`src/rtl/window_scan_scheduler.sv`:
```
// window_scan_scheduler: walks classifier windows row-major over one integral-image frame
module window_scan_scheduler #(
  parameter int IMG_W   = 160,
  parameter int IMG_H   = 120,
  parameter int WIN     = 24,
  parameter int STEP    = 4,
  parameter int TIMEOUT = 4096
) (
  input  logic        clk,
  input  logic        rst,
  input  logic        scan_start,
  input  logic        scan_abort,
  input  logic        detect_done,
  input  logic        detected_flag,
  output logic        detect_en,
  output logic [14:0] win_base_addr,
  output logic [7:0]  win_x,
  output logic [7:0]  win_y,
  output logic        busy,
  output logic        scan_done,
  output logic [9:0]  hit_count,
  output logic        first_hit_valid,
  output logic [7:0]  first_hit_x,
  output logic [7:0]  first_hit_y,
  output logic        timeout_flag
);
  localparam int CW = $clog2(TIMEOUT);
  typedef enum logic [2:0] {IDLE, ISSUE, WAIT, NEXT, DONE} state_t;
  state_t state, state_n;
  logic [CW-1:0] cnt;
  logic [8:0] xs, ys;
  logic [7:0] nx, ny;
  logic [14:0] addr_n;
  logic x_ok, y_ok, last, timed_out, start;
  // next window origin, its base address and end-of-frame detection
  always_comb begin
    xs = {1'b0, win_x} + 9'(STEP);
    ys = {1'b0, win_y} + 9'(STEP);
    x_ok = xs <= 9'(IMG_W - WIN);
    y_ok = ys <= 9'(IMG_H - WIN);
    last = !x_ok && !y_ok;
    nx = x_ok ? xs[7:0] : 8'd0;
    ny = x_ok ? win_y : ys[7:0];
    addr_n = {7'd0, ny} * 15'(IMG_W) + {7'd0, nx};
    timed_out = cnt == CW'(TIMEOUT - 1);
    start = state == IDLE && scan_start && !scan_abort;
  end
  // next-state logic; abort overrides every state
  always_comb begin
    state_n = state;
    case (state)
      IDLE:    state_n = scan_start ? ISSUE : IDLE;
      ISSUE:   state_n = WAIT;
      WAIT:    state_n = (detect_done || timed_out) ? NEXT : WAIT;
      NEXT:    state_n = last ? DONE : ISSUE;
      DONE:    state_n = IDLE;
      default: state_n = IDLE;
    endcase
    if (scan_abort) state_n = IDLE;
  end
  // state, registered strobes, window walk and result tally
  always_ff @(posedge clk or posedge rst) begin
    if (rst) begin
      state <= IDLE;
      detect_en <= 1'b0;
      busy <= 1'b0;
      scan_done <= 1'b0;
      cnt <= '0;
      win_x <= '0;
      win_y <= '0;
      win_base_addr <= '0;
      hit_count <= '0;
      first_hit_valid <= 1'b0;
      first_hit_x <= '0;
      first_hit_y <= '0;
      timeout_flag <= 1'b0;
    end else begin
      state <= state_n;
      detect_en <= state_n == ISSUE;
      busy <= state_n inside {ISSUE, WAIT, NEXT};
      scan_done <= state_n == DONE;
      if (start) begin
        cnt <= '0;
        win_x <= '0;
        win_y <= '0;
        win_base_addr <= '0;
        hit_count <= '0;
        first_hit_valid <= 1'b0;
        first_hit_x <= '0;
        first_hit_y <= '0;
        timeout_flag <= 1'b0;
      end else if (!scan_abort && state == WAIT) begin
        cnt <= cnt + 1'b1;
        if (detect_done && detected_flag) begin
          hit_count <= hit_count + {9'd0, ~&hit_count};
          if (!first_hit_valid) begin
            first_hit_valid <= 1'b1;
            first_hit_x <= win_x;
            first_hit_y <= win_y;
          end
        end else if (!detect_done && timed_out) timeout_flag <= 1'b1;
      end else if (!scan_abort && state == NEXT) begin
        cnt <= '0;
        if (!last) begin
          win_x <= nx;
          win_y <= ny;
          win_base_addr <= addr_n;
        end
      end
    end
  end
endmodule

```
`config.mk`:
```
export PLATFORM = sky130hd
export DESIGN_NAME = window_scan_scheduler
export DESIGN_NICKNAME = d
export VERILOG_FILES = /design/src/rtl/window_scan_scheduler.sv
export SDC_FILE = /design/constraint.sdc
export NUM_CORES = 1
export LEC_CHECK = 0
export BUFFER_PORTS_ARGS = -buffer_cell sky130_fd_sc_hd__buf_2
export CELL_PAD_IN_SITES_DETAIL_PLACEMENT = 0
export CELL_PAD_IN_SITES_GLOBAL_PLACEMENT = 1
export CORE_ASPECT_RATIO = 1.4
export CORE_UTILIZATION = 46
export CTS_CLUSTER_SIZE = 12
export DETAILED_ROUTE_END_ITERATION = 12
export PLACE_DENSITY_LB_ADDON = 0.2
export SKIP_CTS_REPAIR_TIMING = 1
export SYNTH_ARGS = -nofsm -noshare
export SYNTH_HDL_FRONTEND = slang
export SYNTH_SLANG_ARGS = --single-unit
```
`constraint.sdc`:
```
create_clock -name clk -period 8.63 [get_ports clk]
set_input_delay 2.1575 -clock clk [delete_from_list [all_inputs] [get_ports clk]]
set_output_delay 2.1575 -clock clk [all_outputs]
set_load 0.02 [all_outputs]
```
# == Word-level counts from Yosys, hierarchy flattened ==
# Index checks and enable logic that the tools add are counted.
# word_totals
regBits,77
inputBits,6
word_cells,98
# op_classes
n_addsub,5
n_mul,1
order_cmp,2
n_eq_ne,12
muxes,40
reduce_logical,25
# op_table
operator,count
8-bit two-way mux,18
15-bit two-way mux,4
12-bit two-way mux,3
10-bit two-way mux,3
8-bit by 3-bit adder with 9-bit output (second input constant),2
15-bit by 8-bit adder with 15-bit output,1
12-bit by 1-bit adder with 12-bit output (second input constant),1
12-bit equality test (second input constant),1
3-bit by 2-bit equality test with 1-bit output (second input constant),4
3-bit one-hot mux with 4 select lines,1
10-bit by 1-bit adder with 10-bit output,1
8-bit by 3-bit multiplier with 10-bit output (second input constant),1
10-bit AND reduction,1
9-bit by 7-bit less-or-equal comparator with 1-bit output (second input constant),1
9-bit by 8-bit less-or-equal comparator with 1-bit output (second input constant),1
1-bit two-way mux,9
3-bit AND reduction,3
2-bit nonzero test,4
1-bit logical AND,7
3-bit by 1-bit equality test with 1-bit output (second input constant),2
3-bit two-way mux,2
3-bit nonzero test,2
1-bit logical NOT,5
2-bit by 1-bit != test with 1-bit output (second input constant),2
5 further kinds,6

# == Longest topological paths before layout ==
# depth
depth_word,9
mapped_depth,19

# == Least setup slack after synthesis ==
# Ideal clock, no wire load.
# synth_path
path_kind,input -> register
start,input scan_abort
end,register hit_count[8]
setup_time_ps,132
arrival_ps,3702
required_time_ps,8498
setup_slack_ps,4796
stages,8
n_path_buf,1
path_cell_list,nor4b_2 and3_1 clkbuf_1 nand2_1 nor2_1 nand3_1 xor2_1 nor2_1
# synth_via
elab_chain_len,4
# synth_lines
element,line_no,source
from (decl),12,"input logic scan_abort,"
1-bit logical NOT (*),"46, 92",
1-bit logical AND (on tied branches),"46, 92",
2-bit nonzero test (no source line),--,
2-bit AND reduction (no source line),--,
to (signal assigned),95,"hit_count <= hit_count + {9'd0, ~&hit_count};"
to (decl),21,"output logic [9:0] hit_count,"
# Mark *: on every way between the ends. The rest lies on a longest branch, timed or not.
# A chain may end at the register's enable or synchronous reset.

==> metrics.md <==
| Metric | Value |
|---|---|
| Cell variety after synth | 58 |
| Cells along the critical path | ha_1 > or4b_4 > a31oi_4 > o21ai_2 > nand2_1 > xor2_1 > inv_1 > ha_1 > ha_1 > xor2_1 > and3_1 > nand3_1 > a211oi_1 > mux2i_1 > xnor2_1 > o21ai_0 |
| Seq cells post-synth | 69 |
| Pin count of the biggest net entering global routing | 70 |
| Power per cell area | 257 nW/um2 |
| Die area | 9000 um2 |
| Fin crit period | 4.23 ns |
| ANT nets after route | 0 |
| Power, Total | 1.18 mW |
| H-tree depth | 3 |
| Layout area overhead | 15.6% |
| Chip height | 112 um |
| Initial antenna violation count | 0 |
| Clock slew at reported path FFs | 0.05 ns |
| Synth Flop Type | dfrtp_1 |
| Max stage delay cell, worst path | or4b_4 |
| Port Buf Inserts | 65 |
| Final Hold Viols | 0 |
| Seq/Total Area, Yosys | 43.5% |
| Maximum clock rate | 236 MHz |
| Final Setup Violations | 0 |
| Number of synthesized flops with an enable pin | 0 |
| RSZ-0062 raised after global routing | no |
| Drt initial violations | 150 |
| First-pass GRT wire length | 15,600 um |
| Via density per instance | 5.55 |
| Worst Tran Pin Value | 0.915 ns |
| Relative slew slack | 38.8% |
| Fraction of registers with async set/reset | 100% |
| HPWL after DPL | 6650 um |
| Clock buffer depth | 2 |
| Worst hold path class | register to register |
| Die span in x | 80.5 um |
| Setup CP Type | register to register |
| Buf/Inv on CP | 1 |
| CTS tree | done |
| Worst Setup Start Kind | register |
| Status | finished, final reports clean |
| Critical path's top delay family | simple AND/OR/NAND/NOR gates |
| Maxcap violations | 0 |
| Initial core utilization | 48.1% |
| Hold Worst Slack | 0.469 ns |
| Max Slew Vio Count | 0 |
| Vias in the first global route | 3,191 |
| Core Footprint | 8250 um2 |
| GP Congestion | 0.817 |
| Setup Skew | 0.00560 ns |
| Clock Latency Late Sink | 0.33 ns |
| CTS root buffer | clkbuf_16 |
| Setup TNS | 0 ns |
| IO Count | 68 |
| Worst EP required | 8.84 ns |
| CP arrival | 4.44 ns |
| Slack of the critical path | 4.40 ns |
| Via count | 3,308 |
| Detailed-router iteration count before antenna repair | 5 |
| Total wire length | 9220 um |
| YS warnings | 0 |
| Synth Instances | 433 |
| Syn avg cell area | 9.16 um2 |
| Overall Global Routing Usage | 22.7% |
| Final period utilization | 49.0% |
| Setup crit end kind | register |
| Grt ovf | 0 |
| Clk sink count | 69 |
| DR WL/cell | 15.5 um |
| # diodes | 0 |
| DR DRC count | 0 |
| Slowest stage delay, CP | 0.59 ns |
| Rows | 39 |
| Peak VDD IR | 0.160 mV |
| Leak | 2.21 nW |
| Layout net count | 511 |
| Top cell by count, worst path | ha_1 |
| CTS buffer count | 9 |
| Worst slack, placed | 4.24 ns |
| Mapped Area | 3970 um2 |
| Share of layout cells above drive strength 1 | 20.6% |
| Worst Path Max Fanout | 9 |
| Fin util | 55.6% |
[cells in the final DEF (no fill, tap or decap), types with 4 or more instances in the layout]
cell / count
dfrtp_1: 69
nand2_1: 68
buf_2: 65
o21ai_0: 32
nor2_1: 29
nand3_1: 29
a21oi_1: 25
xnor2_1: 18
ha_1: 16
xor2_1: 12
inv_1: 10
and3_1: 9
o31ai_1: 9
clkbuf_16: 9
nand4_1: 6
a31oi_1: 6
nor2b_1: 4
and2_1: 4
nor3_1: 4
and4_1: 4
conb_1: 4
[stage by stage]
stage / cell area, um2 / instances
after detailed placement: 4290 / 580
after global placement: 4290 / 580
final: 4590 / 596
after global routing: 4590 / 596
after CTS: 4590 / 596
after floorplan: 3980 / 436
[worst reg2reg max path: cells and delay by family, from the launching register on]
kind            cells  cell delay [ns]
compound gates      4             0.68
xor+xnor            3             0.83
fa+ha+maj           3             0.86
buf+inv             1             0.09
flops               1             0.49
mux                 1             0.12
simple gates        4             1.05
[metal layers]
| metal | track usage, % | vias to the layer above | share of wire [%] |
|---|---|---|---|
| met4 | 10.2 | 0 | 2.2 |
| li1 | - | 1628 | - |
| met2 | 38.0 | 73 | 51 |
| met1 | 28.8 | 1592 | 44 |
| met5 | 0 | - | 0 |
| met3 | 3.03 | 15 | 3.0 |
[final timing paths]
check	from	to	slack (ns)	cells past startpoint
setup / recovery	win_base_addr[2]$_DFFE_PP0P_	win_base_addr[14]$_DFFE_PP0P_	4.40	16
hold / removal	win_base_addr[5]$_DFFE_PP0P_	win_base_addr[5]$_DFFE_PP0P_	0.47	2
setup reg to reg	win_base_addr[2]$_DFFE_PP0P_	win_base_addr[14]$_DFFE_PP0P_	4.40	16
hold reg to reg	win_base_addr[5]$_DFFE_PP0P_	win_base_addr[5]$_DFFE_PP0P_	0.47	2
max in group asynchronous	rst	win_y[6]$_DFFE_PP0P_	5.98	3
min in group asynchronous	rst	scan_done$_DFF_PP0_	2.08	3
[final cells by class]
type / instances / area (um2)
Multi-Input combinational cell: 328 / 2030
Clock inverter: 5 / 58.8
Timing Repair Buffer: 68 / 348
Sequential cell: 69 / 1730
Tap cell: 102 / 128
Clock buffer: 11 / 243
Inverter: 13 / 48.8
Fill cell: 787 / 3660
[cells in the mapped netlist (4+ instances only)]
cell	number	share of area, %
nand3_1	29	3.7
inv_1	11	1.0
buf_4	9	1.7
a21oi_1	25	3.2
o21ai_0	32	4.0
xnor2_1	18	4.0
xor2_1	12	2.6
a31oi_1	6	0.95
nor2_1	29	2.7
nor3_1	4	0.50
dfrtp_1	69	44
clkbuf_1	10	0.95
nor2b_1	4	0.63
nand2_1	68	6.4
and3_1	9	1.4
and2_1	4	0.63
and4_1	4	0.88
nand4_1	6	0.95
ha_1	16	5.0
o31ai_1	9	1.7
[state kept, by name (all words and copies together) (netlist names), 3 cells and up]
| register | cells |
|---|---|
| cnt | 12 |
| first_hit_x | 8 |
| first_hit_y | 7 |
| hit_count | 10 |
| state | 3 |
| win_base_addr | 15 |
| win_x | 3 |
| win_y | 6 |
[kinds of logic (layout without fill, tap and decap cells)]
| group | Yosys count | after routing | share of synthesized area, % |
|---|---|---|---|
| simple gates | 178 | 178 | 21.9 |
| buf+inv | 39 | 97 | 5.46 |
| mux | 1 | 1 | 0.252 |
| xor+xnor | 31 | 31 | 7.22 |
| compound gates | 98 | 98 | 16.5 |
| flops | 69 | 69 | 43.5 |
| fa+ha+maj | 16 | 16 | 5.05 |
| other cells | 1 | 4 | 0.0945 |
[power by group]
part           internal [mW]  total, mW  switching, mW
Combinational          0.144      0.388          0.244
Sequential             0.362      0.421         0.0594
Clock                  0.232      0.370          0.139
Total                  0.737       1.18          0.442
No activity file was read; power rests on OpenSTA's default activity.
